`config.mk`:
```
export PLATFORM = sky130hd
export DESIGN_NAME = bcd_timer_controller_flat
export DESIGN_NICKNAME = d
export VERILOG_FILES = /design/src/rtl/bcd_timer_if.sv /design/src/rtl/bcd_timer_controller.sv /design/src/flat_wrapper.sv
export SDC_FILE = /design/constraint.sdc
export NUM_CORES = 1
export LEC_CHECK = 0
export CAP_MARGIN = 20
export CORE_MARGIN = 4
export CORE_UTILIZATION = 30
export CTS_CLUSTER_SIZE = 12
export DETAILED_ROUTE_END_ITERATION = 16
export PLACE_DENSITY_LB_ADDON = 0.15
export SKIP_CTS_REPAIR_TIMING = 1
export SYNTH_ARGS = -nofsm -noshare
export SYNTH_HDL_FRONTEND = slang
export SYNTH_SLANG_ARGS = --single-unit
```
`constraint.sdc`:
```
create_clock -name clk -period 1.8 [get_ports clk]
set_input_delay 0.36 -clock clk [delete_from_list [all_inputs] [get_ports clk]]
set_output_delay 0.36 -clock clk [all_outputs]
set_load 0.01 [all_outputs]
```
`src/rtl/bcd_timer_if.sv`:
```
// Bus bundle for the two-digit BCD countdown timer.
// The master drives the controls and the preset. The slave returns the count and status.
interface bcd_timer_if;
   logic       start;
   logic       pause;
   logic       tick;
   logic [7:0] preset;
   logic [3:0] tens;
   logic [3:0] units;
   logic       running;
   logic       done;
   logic       err;
   logic [1:0] state;

   modport master (
      output start, pause, tick, preset,
      input  tens, units, running, done, err, state
   );

   modport slave (
      input  start, pause, tick, preset,
      output tens, units, running, done, err, state
   );
endinterface

```
`src/rtl/bcd_timer_controller.sv`:
```
// Two-digit BCD countdown timer with the states IDLE, RUN, PAUSED and FINISHED.
// done and err are registered one-cycle pulses.
module bcd_timer_controller (
   input  logic        clk,
   input  logic        clear,
   bcd_timer_if.slave  bus
);

   typedef enum logic [1:0] {
      IDLE     = 2'b00,
      RUN      = 2'b01,
      PAUSED   = 2'b10,
      FINISHED = 2'b11
   } state_t;

   state_t     state_reg, state_next;
   logic [3:0] tens_reg, tens_next;
   logic [3:0] units_reg, units_next;
   logic       done_reg, done_next;
   logic       err_reg, err_next;
   logic       load_req;

   // A preset is accepted only when every nibble is a legal BCD digit.
   logic [1:0] nibble_ok;
   genvar gi;
   generate
      for (gi = 0; gi < 2; gi++) begin : g_nibble
         assign nibble_ok[gi] = (bus.preset[gi*4 +: 4] <= 4'd9);
      end
   endgenerate

   logic preset_valid;
   logic preset_zero;
   assign preset_valid = &nibble_ok;
   assign preset_zero  = (bus.preset == 8'h00);

   // Decrement with borrow. The count can never go below 00, so no code outside 0-9 is produced.
   logic       count_zero;
   logic       dec_zero;
   logic [3:0] dec_tens;
   logic [3:0] dec_units;
   assign count_zero = (tens_reg == 4'd0) && (units_reg == 4'd0);
   assign dec_zero   = (tens_reg == 4'd0) && (units_reg == 4'd1);
   assign dec_units  = (units_reg != 4'd0) ? units_reg - 4'd1 : 4'd9;
   assign dec_tens   = (units_reg != 4'd0) ? tens_reg : tens_reg - 4'd1;

   // State, count and pulse registers. clear takes priority over every other input.
   always_ff @(posedge clk) begin
      if (clear) begin
         state_reg <= IDLE;
         tens_reg  <= 4'd0;
         units_reg <= 4'd0;
         done_reg  <= 1'b0;
         err_reg   <= 1'b0;
      end else begin
         state_reg <= state_next;
         tens_reg  <= tens_next;
         units_reg <= units_next;
         done_reg  <= done_next;
         err_reg   <= err_next;
      end
   end

   // Next-state, count and pulse logic. A load request is resolved after the state decode.
   always_comb begin
      state_next = state_reg;
      tens_next  = tens_reg;
      units_next = units_reg;
      done_next  = 1'b0;
      err_next   = 1'b0;
      load_req   = 1'b0;

      case (state_reg)
         IDLE, FINISHED: begin
            load_req = bus.start;
         end
         RUN: begin
            // pause wins over start and over tick in the same cycle.
            if (bus.pause) begin
               state_next = PAUSED;
            end else if (bus.start) begin
               load_req = 1'b1;
            end else if (bus.tick && !count_zero) begin
               tens_next  = dec_tens;
               units_next = dec_units;
               if (dec_zero) begin
                  state_next = FINISHED;
                  done_next  = 1'b1;
               end
            end
         end
         PAUSED: begin
            // Resuming keeps the frozen count. Only start without pause leaves this state.
            if (bus.start && !bus.pause) begin
               state_next = RUN;
            end
         end
         default: begin
            state_next = IDLE;
         end
      endcase

      if (load_req) begin
         if (!preset_valid) begin
            // An invalid preset leaves the count and the state untouched.
            err_next = 1'b1;
         end else begin
            tens_next  = bus.preset[7:4];
            units_next = bus.preset[3:0];
            if (preset_zero) begin
               state_next = FINISHED;
               done_next  = 1'b1;
            end else begin
               state_next = RUN;
            end
         end
      end
   end

   assign bus.tens    = tens_reg;
   assign bus.units   = units_reg;
   assign bus.state   = state_reg;
   assign bus.running = (state_reg == RUN);
   assign bus.done    = done_reg;
   assign bus.err     = err_reg;

endmodule

```
`src/flat_wrapper.sv`:
```
// flat-port wrapper written by rule: the top's interface ports become plain ports
module bcd_timer_controller_flat 
  (clk, clear, bus_start, bus_pause, bus_tick, bus_preset, bus_tens, bus_units, bus_running, bus_done, bus_err, bus_state);
  bcd_timer_if bus_i ();
  input  logic clk;
  input  logic clear;
  input wire logic [$bits(bus_i.start)-1:0] bus_start;
  input wire logic [$bits(bus_i.pause)-1:0] bus_pause;
  input wire logic [$bits(bus_i.tick)-1:0] bus_tick;
  input wire logic [$bits(bus_i.preset)-1:0] bus_preset;
  output wire logic [$bits(bus_i.tens)-1:0] bus_tens;
  output wire logic [$bits(bus_i.units)-1:0] bus_units;
  output wire logic [$bits(bus_i.running)-1:0] bus_running;
  output wire logic [$bits(bus_i.done)-1:0] bus_done;
  output wire logic [$bits(bus_i.err)-1:0] bus_err;
  output wire logic [$bits(bus_i.state)-1:0] bus_state;
  assign bus_i.start = bus_start;
  assign bus_i.pause = bus_pause;
  assign bus_i.tick = bus_tick;
  assign bus_i.preset = bus_preset;
  assign bus_tens = bus_i.tens;
  assign bus_units = bus_i.units;
  assign bus_running = bus_i.running;
  assign bus_done = bus_i.done;
  assign bus_err = bus_i.err;
  assign bus_state = bus_i.state;
  bcd_timer_controller u_core (.clk(clk), .clear(clear), .bus(bus_i));
endmodule
```
==> run metrics <==
run status completed; initial antenna violation count 0; detailed-placement wirelength estimate 1860 um; Reg clk slew, reported paths 90 ps; slew margin rel. 0.790; # Max-Cap Violations 0; TritonCTS clock tree built; synth warn 0; Synth Register Bits 12; vias per cell 5.26; drt drc 0; Startpoint Class register; die width 59.8 um; Die H 59.8 um; total grt overflow 0; largest net degree at the start of global routing 15; Pint 0.531 mW; measured slew at the worst slew-check pin 314 ps; CP endpoint u_core.bus.tens[0]; fin. max-slew vios 0; ys async rst share 0; NetSw 0.213 mW; CP Depth 6; Max clock buf depth 2; Worst Reg-to-Reg Cells 6; syn nets 110; utilization after layout 0.514; crit-path leading delay family simple AND/OR/NAND/NOR gates; clock network fraction of total power 0.300; fin nets between 150 and 200; Hold WC Path Type reg2reg; CP Data Arrival Time 1900 ps; critical path class reg2reg; FF/Latch Area 243 um^2; CP startpoint u_core.bus.tens[1]; WP data required 1980 ps; number of nets still failing antenna checks after routing 0; Place WS -254 ps; reg2reg setup slack 80 ps; Core Area approximately 2500 um^2; Post-Syn Instances 93; vias in the first global route 842; gp weighted congestion between 0.8 and 0.9; CTS sink cnt 12; initial drt markers 26; worst-path cell chain inv_1 -> ha_1 -> nor3b_4 -> or4b_4 -> xnor2_1 -> a21oi_1; worst vdd ir around 480 uV; min Tclk post-route 1720 ps; CP max stage delay 510 ps; syn_area_per_cell 8.65 um^2; clk_skew 8.04 ps; Switching Share 0.286; worst r2r src u_core.bus.tens[1]; WL final around 2400 um; Main synth FF type dfxtp_1; via count 895; crit path max-delay cell type or4b_4; Max Fclk around 580 MHz; port buffer count 25; Initial Utilization 0.319; H-tree depth 1; most frequent cells in the layout 24 x clkdlybuf4s50_1, 20 x buf_4, 10 x a21oi_1, 10 x dfxtp_1, 9 x inv_1; die footprint 3570 um^2; Multi-input gate area 532 um^2; fin crit share 0.958; fraction of layout cells with a size suffix above 1 0.257; drt first pass iters 4; sequential share of power 0.403; CP Capture Type register; Setup violations, final 0; Global Route Usage Sum 0.145; FF-to-FF End u_core.bus.tens[0]; hold violation total from the final report 0; Hold Worst Slack 550 ps; crit path max fanout 6; PwrDens 574 nW/um^2; Synth cell types 34; leading cell type in the layout, fill and taps excluded clkdlybuf4s50_1; io pins 26; CTS root buffer clkbuf_4; register area share after synthesis 0.299; first-pass GRT wire length 3880 um; synthesized cell area 805 um^2; cell leakage power 0.503 nW; Clk Latency, worst-skew pair 280 ps; Fill cells between 200 and 300; setup TNS 0 ps; Avg WL per Cell 14.1 um; Site Rows 18; RSZ-0062 raised after global routing yes; Worst Setup Slack, final 76.0 ps; # diodes 0; combinational share of power 0.297; EDFF count, synth 0; TritonCTS Buffers 3; Buf/Inv on CP 1; Area growth syn-to-layout 61.1%
## layer usage
metal | part of all wire | wire (um) | vias up | track usage
li1 | - | - | 453 | -
met1 | 0.47 | 1120 | 414 | 0.187
met2 | 0.47 | 1120 | 26 | 0.228
met3 | 0.058 | 138 | 2 | 0.0497
met4 | 0.0054 | 13 | 0 | 0.0380
met5 | 0 | 0 | - | 0
## metrics by stage
step / std cells / power (mW) / area [um^2]
detailed placement: 165 / 0.516 / 1230
floorplan: 93 / 0.401 / 815
global placement: 165 / 0.514 / 1230
finish: 170 / 0.744 / 1300
CTS: 169 / 0.742 / 1260
global route: 170 / 0.791 / 1300
## power groups by stage
stage | clock, mW | sequential (mW) | combinational [mW]
after floorplan | 0 | 0.309 | 0.0922
final | 0.223 | 0.300 | 0.221
after global placement | 0 | 0.305 | 0.209
after detailed placement | 0 | 0.306 | 0.210
after global routing | 0.247 | 0.302 | 0.241
after CTS | 0.230 | 0.300 | 0.212
## final cells by class
cell class,instances,share of cell area
flip-flops and latches,12,0.187
well taps,30,0.0290
inverters,9,0.0261
multi-input cells,69,0.410
repair buffers,46,0.319
clock buffers,4,0.0280
## synth_stat cells, drive strengths merged, types with 3 or more instances
library cell | instances | area share
a211oi | 3 | 0.028
nor2b | 4 | 0.031
a21oi | 10 | 0.062
nor4 | 3 | 0.031
mux2i | 3 | 0.037
inv | 9 | 0.042
o21ai | 8 | 0.050
nor2 | 5 | 0.023
o211ai | 3 | 0.028
dfxtp | 12 | 0.30
nor3 | 4 | 0.031
ha | 4 | 0.062
## cell families (layout without fill, tap and decap cells)
group | count (synthesis) | after routing | synth area share
adders and majority gates | 4 | 4 | 0.0622
AOI/OAI and AO/OA | 33 | 33 | 0.266
muxes | 3 | 3 | 0.0373
buffers and inverters | 12 | 59 | 0.0746
DFF | 12 | 12 | 0.299
xor gates and xnor gates | 2 | 2 | 0.0218
and+or+nand+nor | 27 | 27 | 0.239
## worst min-delay path by stage
stage | start | to | cells past startpoint
6_report | u_core.bus.units[3] | u_core.bus.units[3] | 2
3_5_place_dp | u_core.bus.state[0] | u_core.bus.state[0] | 2
3_3_place_gp | u_core.bus.state[0] | u_core.bus.state[0] | 2
2_1_floorplan | clear | u_core.bus.state[0] | 1
5_1_grt | u_core.bus.units[3] | u_core.bus.units[3] | 2
4_1_cts | u_core.bus.units[3] | u_core.bus.units[3] | 2
## worst reg2reg max path, stage by stage (launching register included)
cell and delay (ps):
dfxtp_1 380, inv_1 90, ha_1 200, nor3b_4 180, or4b_4 510, xnor2_1 180
a21oi_1 80
No activity file was read; power rests on OpenSTA's default activity.
